$ cat src/rtl/ccff_chain_programmer.sv
// ccff_chain_programmer
// Loader-side driver for the configuration chain. Bitstream words arrive on a
// valid/ready stream and are serialised LSB-first onto ccff_head while
// ccff_shift_en gates the fabric programming clock. When a load is started
// with verify set, ccff_tail is compared against the bit being shifted in.
// The tail shows the previous load's bit k during shift k, so resending the
// same bitstream must produce no mismatches.
module ccff_chain_programmer #(
   parameter int CHAIN_LEN = 29,
   parameter int DATA_W    = 8,
   localparam int CNT_W    = $clog2(CHAIN_LEN + 1)
) (
   input  logic              prog_clk,
   input  logic              prog_reset_n,
   input  logic              start,
   input  logic              verify,
   input  logic [DATA_W-1:0] bs_data,
   input  logic              bs_valid,
   output logic              bs_ready,
   output logic              ccff_head,
   input  logic              ccff_tail,
   output logic              ccff_shift_en,
   output logic              busy,
   output logic              done,
   output logic              mismatch,
   output logic [CNT_W-1:0]  mismatch_cnt
);

   localparam int IDX_W = (DATA_W > 1) ? $clog2(DATA_W) : 1;
   localparam logic [CNT_W-1:0] LAST_BIT  = CNT_W'(CHAIN_LEN - 1);
   localparam logic [IDX_W-1:0] LAST_IDX  = IDX_W'(DATA_W - 1);

   typedef enum logic [1:0] {
      ST_IDLE  = 2'd0,
      ST_FETCH = 2'd1,
      ST_SHIFT = 2'd2,
      ST_DONE  = 2'd3
   } state_t;

   state_t              state_q, state_d;
   logic                verify_q, verify_d;
   logic [CNT_W-1:0]    bit_cnt_q, bit_cnt_d;
   logic [IDX_W-1:0]    word_idx_q, word_idx_d;
   logic [DATA_W-1:0]   shreg_q, shreg_d;
   logic                head_q, head_d;
   logic                mismatch_q, mismatch_d;
   logic [CNT_W-1:0]    mismatch_cnt_q, mismatch_cnt_d;

   // Saturating increment: the failure count sticks at all-ones.
   function automatic logic [CNT_W-1:0] sat_inc(input logic [CNT_W-1:0] v);
      logic [CNT_W-1:0] r;
      if (v == {CNT_W{1'b1}}) begin
         r = v;
      end else begin
         r = v + CNT_W'(1);
      end
      return r;
   endfunction

   // State and datapath registers; reset aborts any load in progress.
   always_ff @(posedge prog_clk or negedge prog_reset_n) begin
      if (!prog_reset_n) begin
         state_q        <= ST_IDLE;
         verify_q       <= 1'b0;
         bit_cnt_q      <= '0;
         word_idx_q     <= '0;
         shreg_q        <= '0;
         head_q         <= 1'b0;
         mismatch_q     <= 1'b0;
         mismatch_cnt_q <= '0;
      end else begin
         state_q        <= state_d;
         verify_q       <= verify_d;
         bit_cnt_q      <= bit_cnt_d;
         word_idx_q     <= word_idx_d;
         shreg_q        <= shreg_d;
         head_q         <= head_d;
         mismatch_q     <= mismatch_d;
         mismatch_cnt_q <= mismatch_cnt_d;
      end
   end

   // Next-state, serialiser, verify compare and state-decoded outputs.
   always_comb begin
      state_d        = state_q;
      verify_d       = verify_q;
      bit_cnt_d      = bit_cnt_q;
      word_idx_d     = word_idx_q;
      shreg_d        = shreg_q;
      head_d         = head_q;
      mismatch_d     = mismatch_q;
      mismatch_cnt_d = mismatch_cnt_q;
      bs_ready       = 1'b0;
      ccff_shift_en  = 1'b0;
      busy           = 1'b1;
      done           = 1'b0;

      unique case (state_q)
         ST_IDLE: begin
            busy = 1'b0;
            if (start) begin
               verify_d       = verify;
               bit_cnt_d      = '0;
               mismatch_d     = 1'b0;
               mismatch_cnt_d = '0;
               state_d        = ST_FETCH;
            end
         end

         ST_FETCH: begin
            // Chain holds while we wait for the next word; stalls are unbounded.
            bs_ready = 1'b1;
            if (bs_valid) begin
               shreg_d    = bs_data;
               head_d     = bs_data[0];
               word_idx_d = '0;
               state_d    = ST_SHIFT;
            end
         end

         ST_SHIFT: begin
            ccff_shift_en = 1'b1;
            shreg_d       = shreg_q >> 1;
            head_d        = shreg_d[0];
            word_idx_d    = word_idx_q + IDX_W'(1);
            bit_cnt_d     = bit_cnt_q + CNT_W'(1);
            if (verify_q && (ccff_tail != head_q)) begin
               mismatch_d     = 1'b1;
               mismatch_cnt_d = sat_inc(mismatch_cnt_q);
            end
            // The chain-length limit wins over the word boundary, so any
            // unused upper bits of the final word are dropped.
            if (bit_cnt_q == LAST_BIT) begin
               state_d = ST_DONE;
            end else if (word_idx_q == LAST_IDX) begin
               state_d = ST_FETCH;
            end
         end

         ST_DONE: begin
            done    = 1'b1;
            state_d = ST_IDLE;
         end

         default: begin
            state_d = ST_IDLE;
         end
      endcase
   end

   assign ccff_head    = head_q;
   assign mismatch     = mismatch_q;
   assign mismatch_cnt = mismatch_cnt_q;

endmodule

$ cat config.mk
export PLATFORM = sky130hd
export DESIGN_NAME = ccff_chain_programmer
export DESIGN_NICKNAME = d
export VERILOG_FILES = /design/src/rtl/ccff_chain_programmer.sv
export SDC_FILE = /design/constraint.sdc
export NUM_CORES = 1
export LEC_CHECK = 0
export BUFFER_PORTS_ARGS = -buffer_cell sky130_fd_sc_hd__buf_4
export CAP_MARGIN = 0
export CELL_PAD_IN_SITES_DETAIL_PLACEMENT = 0
export CELL_PAD_IN_SITES_GLOBAL_PLACEMENT = 1
export CORE_MARGIN = 3
export CORE_UTILIZATION = 42
export DETAILED_ROUTE_END_ITERATION = 10
export PLACE_DENSITY_LB_ADDON = 0.25
export SLEW_MARGIN = 20
export SYNTH_ARGS = -nofsm -noshare
export SYNTH_HDL_FRONTEND = slang
export SYNTH_SLANG_ARGS = --single-unit
$ cat constraint.sdc
create_clock -name prog_clk -period 2 [get_ports prog_clk]
set_input_delay 0.4 -clock prog_clk [delete_from_list [all_inputs] [get_ports prog_clk]]
set_output_delay 0.4 -clock prog_clk [all_outputs]
set_load 0.005 [all_outputs]
==> out/results.ini <==
[global_route]
grt_max_degree = 26
grt_usage = 0.143
gr-total-overflow = 0
grt_antenna_before_repair = 0
grt_pass1_wl_um = 4720
grt_pass1_vias = 1049

[sta]
rsz0062_at_grt = no
fin_crit_ns = 1.86
skew_ns = 0.00520
tns_ns = 0
hold_viol = 0
fmax_mhz = 538
setup_violations = 0
worst_hold_slack_ns = 0.288
final_max_slew_viol_count = 0
post-route-period-util = 0.930
tightestPinTransition_ns = 0.526
maxSlewHeadroom = 0.648

[drt]
drt_iter0_drc = 42
routed-wl-met3_um = 67
vias = 1102
drcViolationCount = 0
wl_um = 2740
drt_pass1_iterations = 6
wl_met1_um = 1370
top_layer_used = met4
drtAntennaViolNets = 0
wl_per_cell_um = 12.8
routed_via_density = 5.17
dr_wl_met2_um = 1280

[clock_network]
htree_levels = 1
cts_buffers = 3
clock_latency_ns = 0.31
cts_buffer_depth = 2
cts_resized = 0
cts.clk_slew.worst_paths_ns = 0.13
cts.sinks = 25
cts_tree = yes
cts-root-buf = clkbuf_4

[floorplan]
core-area_sq_um = 3150
std_cell_rows = 20
pin_count = 25
fp.dieW_um = 64.2
die-height_um = 64.2
initial_core_util = 0.452
dieArea_sq_um = 4120

[critical_path]
crit_chain = ha_1 > and3_1 > ha_1 > nor2b_1 > a31oi_1 > a221o_1
path_buf_inv = 0
cpLargestDelayFamily = simple AND/OR/NAND/NOR gates
r2r_start = mismatch_cnt[0]
path_class = reg -> reg
endpoint_kind = register
cp.arrival_ns = 2.07
critPathLaunchType = register
slowest_delay_ns = 0.45
critical_path.slowest_cell = dfrtp_1
cp_max_fo = 5
crit_start = mismatch_cnt[0]
crit_required_ns = 2.21
cp_common_cell = ha_1

[placed_design]
dp_hpwl_um = 2130
place_congestion = 0.853
port_buffers = 24

[layout]
layout_common_cells = 29 x buf_4, 25 x dfrtp_1, 18 x nand2_1
fill_cells = 313
drive_gt1_frac = 0.254
ff_latch_area_sq_um = 626
final_core_util = 0.536
num_antenna_cells = 0
final_common_cell = buf_4
multi_input_area_sq_um = 726
area_delta_synth_final_pct = 18.7
nNetsFinal = 190

[logic_synthesis]
synth_area_leader_cell = dfrtp_1
synth_seq_cells = 25
synth_area_sq_um = 1420
yosysSeqAreaShare = 0.439
postSynthAreaPerCell_sq_um = 10.0
syn_nets = 162
synthTopCellsByArea = dfrtp_1 44%, mux2i_1 5.6%, ha_1 5.3%
syn_inst = 142
yosys_warnings = 0
netlist.area_leader.share = 0.439
yosysUniqueCellTypes = 38

[worst_hold_path]
hold_class = in -> reg
min_from = verify

[job]
maxCapViolations = 0

[outcome]
status = finished clean

[power]
peakVddDrop_uv = 556
p_per_area_nw_per_um2 = 1270
power_leakage_nw = 0.844

[power breakdown]
part	switching (W)	total, W	internal [W]
combinational	0.000515	0.00104	0.000522
sequential	0.000205	0.000886	0.000681
clock	0.000146	0.000221	0.0000747
total	0.000866	0.00214	0.00128
[cell families (layout without fill, tap and decap cells)]
group | after synthesis | in the layout | synth area share
compound gates | 36 | 36 | 0.166
flops | 25 | 25 | 0.439
simple gates | 42 | 42 | 0.148
fa+ha+maj | 6 | 6 | 0.0527
mux | 16 | 16 | 0.120
xor+xnor | 3 | 3 | 0.0237
buf+inv | 14 | 41 | 0.0510
[synth_stat cells (all sizes together)]
master	number
o21bai	2
nor4	1
inv	7
nor3b	3
nand3	3
ha	6
buf	7
a31oi	3
xnor2	1
a21oi	5
nand2b	3
nor2	8
dfrtp	25
nor2b	1
a22o	1
nand4	2
a21o	2
nand2	18
and3	3
a211oi	2
a31o	1
xor2	2
mux2	8
a32o	3
o22ai	3
mux2i	8
a221o	1
o21ai	13
[through the flow]
step / std cells / setup slack [ns] / total power (W) / area, sq um
finish: 213 / 0.140 / 0.00214 / 1690
global route: 213 / 0.0480 / 0.00234 / 1690
CTS: 213 / 0.151 / 0.00218 / 1690
detailed placement: 208 / 0.182 / 0.00195 / 1650
global placement: 208 / 0.240 / 0.00190 / 1650
floorplan: 142 / 0.293 / 0.00162 / 1420
[layout make-up]
cell class | instances | area share
multi-input combinational | 103 | 0.429
tap | 44 | 0.0326
timing repair buffer | 30 | 0.135
clock buffer | 3 | 0.0133
sequential | 25 | 0.370
clock inverter | 1 | 0.00296
inverter | 7 | 0.0170
[routing by layer]
metal	up-vias	track usage
met5	-	0
met4	0	0.0317
met3	2	0.0387
met2	11	0.228
met1	532	0.194
li1	557	-
[repair_timing]
action                                 4_1_cts  5_1_grt
setup buffers                                0        0
hold buffers                                 1        0
setup endpoints to repair                    0        0
endpoints found under the hold margin       25        0
[registers in the layout, indices dropped and copies added, names as in the netlist]
name          flops
mismatch          1
verify_q          1
word_idx_q        3
mismatch_cnt      5
state_q           2
shreg_q           8
bit_cnt_q         5
[worst paths after layout]
| kind | slack (ns) | depth (start not counted) | end |
|---|---|---|---|
| setup / recovery | 0.14 | 6 | mismatch_cnt[2] |
| hold / removal | 0.29 | 2 | verify_q |
| setup reg to reg | 0.14 | 6 | mismatch_cnt[2] |
| hold reg to reg | 0.54 | 2 | bit_cnt_q[4] |
| max in group asynchronous | 1.25 | 2 | shreg_q[5] |
| min in group asynchronous | 0.51 | 2 | mismatch_cnt[3] |
Note: power is estimated with default switching activity, not from simulation.
